## src/rtl/serial_parity_rx.sv

```systemverilog
`default_nettype none
// ============================================================================
// Module  : serial_parity_rx
// Desc    : Oversampled start/data/parity/stop receiver, valid/ready output,
//           sticky frame/overrun flags. Define RX_SYNC_EN for a 2-flop rx sync.
// Revision: 1.0
// ============================================================================

module serial_parity_rx #(
  parameter int DATA_BITS  = 8,
  parameter int OS         = 8,
  parameter int ODD_PARITY = 0
) (
  input  logic                 clk,
  input  logic                 rst_n,
  input  logic                 tick,
  input  logic                 rx,
  output logic [DATA_BITS-1:0] data,
  output logic                 data_valid,
  input  logic                 data_ready,
  output logic                 parity_err,
  output logic                 frame_err,
  output logic                 overrun,
  input  logic                 err_clr,
  output logic                 busy
);

  localparam int TW = $clog2(OS);
  localparam int BW = (DATA_BITS > 1) ? $clog2(DATA_BITS) : 1;

  localparam logic [TW-1:0] TICK_HALF = TW'(OS / 2 - 1);
  localparam logic [TW-1:0] TICK_FULL = TW'(OS - 1);
  localparam logic [BW-1:0] BIT_LAST  = BW'(DATA_BITS - 1);
  localparam logic          ODD       = (ODD_PARITY != 0);

  typedef enum logic [2:0] {
    IDLE   = 3'd0,
    START  = 3'd1,
    DATA   = 3'd2,
    PARITY = 3'd3,
    STOP   = 3'd4,
    BREAK  = 3'd5
  } state_t;

  state_t               state_q, state_d;
  logic [TW-1:0]        tcnt_q, tcnt_d;
  logic [BW-1:0]        bcnt_q, bcnt_d;
  logic [DATA_BITS-1:0] shift_q, shift_d;
  logic                 acc_q, acc_d;
  logic                 perr_pend_q, perr_pend_d;
  logic [DATA_BITS-1:0] data_q, data_d;
  logic                 valid_q, valid_d;
  logic                 perr_q, perr_d;
  logic                 ferr_q, ferr_d;
  logic                 ovr_q, ovr_d;

  logic                 rx_s;
  logic [DATA_BITS-1:0] shift_in;
  logic                 load;
  logic                 set_ferr;
  logic                 set_ovr;

`ifdef RX_SYNC_EN
  logic [1:0] sync_q;

  always_ff @(posedge clk or negedge rst_n) begin
    if (!rst_n) begin
      sync_q <= 2'b11;
    end else begin
      sync_q <= {sync_q[0], rx};
    end
  end

  assign rx_s = sync_q[1];
`else
  assign rx_s = rx;
`endif

  // First bit received must end up in data[0], so samples enter at the MSB.
  generate
    if (DATA_BITS == 1) begin : g_shift_one
      assign shift_in = rx_s;
    end else begin : g_shift_many
      assign shift_in = {rx_s, shift_q[DATA_BITS-1:1]};
    end
  endgenerate

  always_ff @(posedge clk or negedge rst_n) begin
    if (!rst_n) begin
      state_q     <= IDLE;
      tcnt_q      <= '0;
      bcnt_q      <= '0;
      shift_q     <= '0;
      acc_q       <= 1'b0;
      perr_pend_q <= 1'b0;
      data_q      <= '0;
      valid_q     <= 1'b0;
      perr_q      <= 1'b0;
      ferr_q      <= 1'b0;
      ovr_q       <= 1'b0;
    end else begin
      state_q     <= state_d;
      tcnt_q      <= tcnt_d;
      bcnt_q      <= bcnt_d;
      shift_q     <= shift_d;
      acc_q       <= acc_d;
      perr_pend_q <= perr_pend_d;
      data_q      <= data_d;
      valid_q     <= valid_d;
      perr_q      <= perr_d;
      ferr_q      <= ferr_d;
      ovr_q       <= ovr_d;
    end
  end

  always_comb begin
    state_d     = state_q;
    tcnt_d      = tcnt_q;
    bcnt_d      = bcnt_q;
    shift_d     = shift_q;
    acc_d       = acc_q;
    perr_pend_d = perr_pend_q;
    data_d      = data_q;
    valid_d     = valid_q;
    perr_d      = perr_q;
    ferr_d      = ferr_q;
    ovr_d       = ovr_q;
    load        = 1'b0;
    set_ferr    = 1'b0;
    set_ovr     = 1'b0;

    if (valid_q && data_ready) begin
      valid_d = 1'b0;
    end

    if (tick) begin
      case (state_q)
        IDLE: begin
          if (!rx_s) begin
            state_d = START;
            tcnt_d  = '0;
            acc_d   = 1'b0;
          end
        end
        START: begin
          if (tcnt_q == TICK_HALF) begin
            tcnt_d = '0;
            if (rx_s) begin
              state_d = IDLE;
            end else begin
              state_d = DATA;
              bcnt_d  = '0;
            end
          end else begin
            tcnt_d = tcnt_q + 1'b1;
          end
        end
        DATA: begin
          if (tcnt_q == TICK_FULL) begin
            tcnt_d  = '0;
            shift_d = shift_in;
            acc_d   = acc_q ^ rx_s;
            if (bcnt_q == BIT_LAST) begin
              state_d = PARITY;
            end else begin
              bcnt_d = bcnt_q + 1'b1;
            end
          end else begin
            tcnt_d = tcnt_q + 1'b1;
          end
        end
        PARITY: begin
          if (tcnt_q == TICK_FULL) begin
            tcnt_d      = '0;
            perr_pend_d = ((acc_q ^ rx_s) != ODD);
            state_d     = STOP;
          end else begin
            tcnt_d = tcnt_q + 1'b1;
          end
        end
        STOP: begin
          if (tcnt_q == TICK_FULL) begin
            tcnt_d = '0;
            if (rx_s) begin
              load    = 1'b1;
              state_d = IDLE;
            end else begin
              set_ferr = 1'b1;
              state_d  = BREAK;
            end
          end else begin
            tcnt_d = tcnt_q + 1'b1;
          end
        end
        BREAK: begin
          if (rx_s) begin
            state_d = IDLE;
          end
        end
        default: state_d = IDLE;
      endcase
    end

    // A completing word may replace the held one only if it is consumed on this edge.
    if (load) begin
      if (!valid_q || data_ready) begin
        data_d  = shift_q;
        perr_d  = perr_pend_q;
        valid_d = 1'b1;
      end else begin
        set_ovr = 1'b1;
      end
    end

    if (err_clr) begin
      ferr_d = 1'b0;
      ovr_d  = 1'b0;
    end
    if (set_ferr) begin
      ferr_d = 1'b1;
    end
    if (set_ovr) begin
      ovr_d = 1'b1;
    end
  end

  assign data       = data_q;
  assign data_valid = valid_q;
  assign parity_err = perr_q;
  assign frame_err  = ferr_q;
  assign overrun    = ovr_q;
  assign busy       = (state_q != IDLE);

endmodule

`default_nettype wire

```

## config.mk

```make
export PLATFORM = sky130hd
export DESIGN_NAME = serial_parity_rx
export DESIGN_NICKNAME = d
export VERILOG_FILES = /design/src/rtl/serial_parity_rx.sv
export SDC_FILE = /design/constraint.sdc
export NUM_CORES = 1
export LEC_CHECK = 0
export ABC_AREA = 1
export BUFFER_PORTS_ARGS = -buffer_cell sky130_fd_sc_hd__buf_2
export CORE_ASPECT_RATIO = 1.2
export CORE_MARGIN = 4
export CORE_UTILIZATION = 57
export DETAILED_ROUTE_END_ITERATION = 16
export GPL_TIMING_DRIVEN = 0
export PLACE_DENSITY = 0.86
export SLEW_MARGIN = 20
export SYNTH_ARGS = -nofsm -noshare
export SYNTH_HDL_FRONTEND = slang
export SYNTH_SLANG_ARGS = --single-unit
```

## constraint.sdc

```tcl
create_clock -name clk -period 1.9 [get_ports clk]
set_clock_uncertainty 0.2 [all_clocks]
set_input_delay 0.475 -clock clk [delete_from_list [all_inputs] [get_ports clk]]
set_output_delay 0.475 -clock clk [all_outputs]
set_load 0.1 [all_outputs]
```

After elaboration in Yosys (flattened, before gate mapping) --
Index checks and enable logic that the tools add are counted.
Cells by class: muxes and demuxes 37, eq/ne operators 17, reductions and logical operators 18, add/subtract/negate cells 2, bitwise gates (word level) 1
Operator list (count):
- $mux W3 | 14
- $mux W1 | 18
- $ne A2 B2 Y1 const B | 9
- $pmux W3 S6 | 1
- $eq A3 B3 Y1 const B | 4
- $eq A3 B2 Y1 const B | 3
- $pmux W3 S3 | 1
- $reduce_and A3 Y1 | 3
- $reduce_and A8 Y1 | 1
- $reduce_bool A2 Y1 | 4
- $add A3 B1 Y3 const B | 2
- $pmux W3 S2 | 1
- $reduce_and A6 Y1 | 1
- $reduce_bool A3 Y1 | 2
- $reduce_and A4 Y1 | 1
- $eq A3 B1 Y1 const B | 1
- $logic_not A3 Y1 | 1
- $reduce_or A3 Y1 | 1
- $mux W2 | 1
- $pmux W1 S2 | 1
- $reduce_and A2 Y1 | 1
- $logic_and A1 B1 Y1 | 1
- $logic_not A1 Y1 | 1
- $logic_or A1 B1 Y1 | 1
- $xor A1 B1 Y1 | 1
Word-level totals: bits in registers 31, input bits 6, output and inout port bits 13

Depth between registers and ports, before layout --
depth after elaboration 6, mapped depth 9, depth with buffers taken out 9

Worst setup path after synthesis --
No wires, ideal clock.
path type register -> register, start point register valid_q, in the netlist data_valid, end point register perr_q, in the netlist parity_err, setup time 0.074 ns, period minus slack after synthesis 1.883 ns, slack 0.017 ns, arrival 1.609 ns, stages on the path, launching flop included 8, path buffers 1, cell sequence dfrtp_1 -> inv_1 -> nor2_1 -> inv_1 -> nand2_4 -> buf_6 -> nand2_2 -> o21ai_2
Between the ends: longest elaborated chain between the ends 3
RTL lines:
- start: declaration | line 52 | logic valid_q, valid_d;
- start signal: assignment | line 109 | valid_q <= valid_d;
- $logic_not A1 Y1 | line 206 | if (!valid_q || data_ready) begin
- $logic_or A1 B1 Y1 | line 206
- $reduce_and A2 Y1 (no line)
- end signal: assignment | line 110 | perr_q <= perr_d;
- end: declaration | line 53 | logic perr_q, perr_d;
No other way between the ends. A chain may end at the register's enable or synchronous reset.

Final worst setup path --
start point register state_q[2], end point output port busy
Between the ends: longest elaborated chain between the ends 1
RTL lines:
- start: declaration | line 45 | state_t state_q, state_d;
- start signal: assignment | line 102 | state_q <= state_d;
- $reduce_bool A3 Y1 | line 232 | assign busy = (state_q != IDLE);
- end: declaration | line 25 | output logic busy
No other way between the ends.

==> run metrics <==
Avg Vias per Cell=5.07; Worst-path clk slew=90 ps; Gate Count Post-Synth=196; number of synthesized flops with an enable pin=0; WL/cell=12.0 um; Final Hold Fails=0; synthesis-stage register bit count=31; cell area power density=1080 nW/um^2; Die X=56.8 um; Hold Crit Start=err_clr; most frequent cell after synthesis=nand2_1; core footprint=2760 um^2; top post-synthesis cells by area=dfrtp_1 (48%), nand2_1 (13%), inv_1 (6.2%); largest net degree at the start of global routing=32; DRT antenna net count=0; WL final=3190 um; R2R cell count=8; Synth-to-Final Area Change=22.3%; slowest stage delay, CP=380 ps; routability cong.=0.805; die area=3780 um^2; maximum operating frequency=549 MHz; overflow left after global routing=0; post-place setup slack=-36.3 ps; WS Path Type=flip-flop to output port; Slew Viols, Final=0; vias in the first global route=1,255; Buffers & Inverters on Critical Path=2; initial DRC count=55; WP data arrival=1140 ps; DRT Pass-1 Iters=4; Mapped Nets=209; Hold Path Class=primary input to flip-flop; Synth cell types=22; Tcrit/Tclk final=95.8%; share of flip-flops with an asynchronous set or reset=100%; IO Count=19; starting density of the core=59.0%; Crit Reg-Reg Endpoint=data[0]$_DFFE_PN0P_; sequential area share after synthesis=47.6%; H-tree Lvls=2; DR vias=1,348; CTS tree=yes; maxcap violations=0; Synth Area per Inst=8.31 um^2; layout filler cell count=210; Synthesis Warnings=0; first-pass GRT wire length=5520 um; initial antenna violation count=0; post-synthesis cell type with the largest combined area=dfrtp_1; RSZ-0062 raised after global routing=true; Mapped Area=1630 um^2; Data required, critical path=1220 ps; Remaining DRCs=0; overall routing resource usage=18.7%; Inserted Clock Buffers=5; Nets=244; cell family with the largest share of critical-path delay=flip-flops; Post-synth top cells=nand2_1 (58), dfrtp_1 (31), inv_1 (27); top cell type's share of synthesized area=47.6%; R2R Setup Slk=150 ps; # diodes=0; Main synth FF type=dfrtp_1; post-layout min period=1820 ps; Clock Sinks=31; clk buf depth=2; maximum VDD drop=0.981 mV; IO Port Bufs=18; Critical Path Source Type=flip-flop; Post-DP HPWL=2100 um; # rows=21; worst-skew pair later-pin latency=330 ps; Lkg Pwr=1.05 nW; Die Y=66.6 um; worst reg2reg path startpoint=tcnt_q[1]$_DFFE_PN0P_; clk root buf=clkbuf_4; CP Capture Type=output port; slowest cell on the critical path=dfrtp_1; final setup fails=0; status=completed; Worst Setup Slack, final=80.1 ps; Critical Path Start=state_q[2]$_DFFE_PN0P_; total power=0.00215 W; cells along the critical path=buf_6 > nor2_4 > nand2_2 > buf_12; worst relative slew slack=55.3%; Worst path depth=4; layout cell share with drive strength beyond 1=30.2%; crit path to=busy; largest fanout on the critical path=5; Slew @ Worst Pin=670 ps
[cell type report]
| type | count | area [um^2] | share of cell area [%] |
|---|---|---|---|
| Tap cell | 34 | 42.5 | 2.14 |
| Sequential cell | 31 | 777 | 39.0 |
| Timing Repair Buffer | 28 | 183 | 9.17 |
| Clock inverter | 2 | 35.0 | 1.76 |
| Inverter | 29 | 111 | 5.59 |
| Buffer | 4 | 41.3 | 2.07 |
| Multi-Input combinational cell | 132 | 751 | 37.7 |
| Clock buffer | 6 | 51.3 | 2.58 |
[report_power, final]
group / switching (W) / leakage (nW) / internal [W] / total [W]
combinational: 0.000532 / 0.579 / 0.000311 / 0.000843
clock: 0.000230 / 0.0482 / 0.000311 / 0.000541
sequential: 0.0000517 / 0.422 / 0.000719 / 0.000771
total: 0.000813 / 1.05 / 0.00134 / 0.00215
[registers in the layout, indices dropped and copies added, names as in the netlist]
register / cells
data: 8
shift_q: 8
bcnt_q: 3
state_q: 3
tcnt_q: 3
acc_q: 1
data_valid: 1
frame_err: 1
overrun: 1
parity_err: 1
perr_pend_q: 1
[what timing repair did]
item,in CTS,in global routing
setup endpoints to repair,16,22
gates resized for setup,6,13
pin swaps,2,4
hold endpoints to repair,31,0
setup buffers,3,6
hold buffers,1,0
[cells in the final DEF (no fill, tap or decap), types with 3 or more instances in the layout]
cell type  count
nand2_1       56
dfrtp_1       30
inv_1         26
buf_2         17
o21ai_0       16
nand3_1       14
buf_4         10
nor2_1         9
o21ai_2        9
nand2_2        6
ha_1           5
clkbuf_4       5
buf_6          3
nor2_4         3
nor2_2         3
[cell families after synthesis]
| group | count (synthesis) | synth area share (%) |
|---|---|---|
| xor gates and xnor gates | 1 | 0.538 |
| and+or+nand+nor | 95 | 26.8 |
| AOI/OAI and AO/OA | 29 | 11.1 |
| adders and majority gates | 7 | 5.38 |
| DFF | 31 | 47.6 |
| buffers and inverters | 33 | 8.60 |
[stage by stage]
stage | hold WS (ps) | cell area (um^2) | setup TNS, ps | utilization [%] | std cells
floorplan | -20.6 | 1630 | 0 | - | 196
global placement | 253 | 1760 | 0 | 63.9 | 248
detailed placement | 263 | 1760 | -56.2 | 63.9 | 248
CTS | 148 | 1890 | -10.8 | 68.7 | 260
global route | 136 | 1990 | -8.01 | 72.2 | 266
finish | 158 | 1990 | 0 | 72.2 | 266
[how the worst min path moves through the flow]
stage                                  to  depth (start not counted)
global route          overrun$_DFFE_PN0P_                          2
floorplan               acc_q$_DFFE_PN0P_                          0
detailed placement    data[7]$_DFFE_PN0P_                          2
finish                overrun$_DFFE_PN0P_                          2
CTS                 frame_err$_DFFE_PN0P_                          2
global placement      data[0]$_DFFE_PN0P_                          2
[layer usage]
metal  vias up  GRT usage (%)  wire, um
li1        681              -         -
met1       629           23.2      1340
met2        33           31.2      1650
met3         5           5.23       151
met4         0           6.38        51
met5         -              0         0
(Power assumes the default switching activity.)
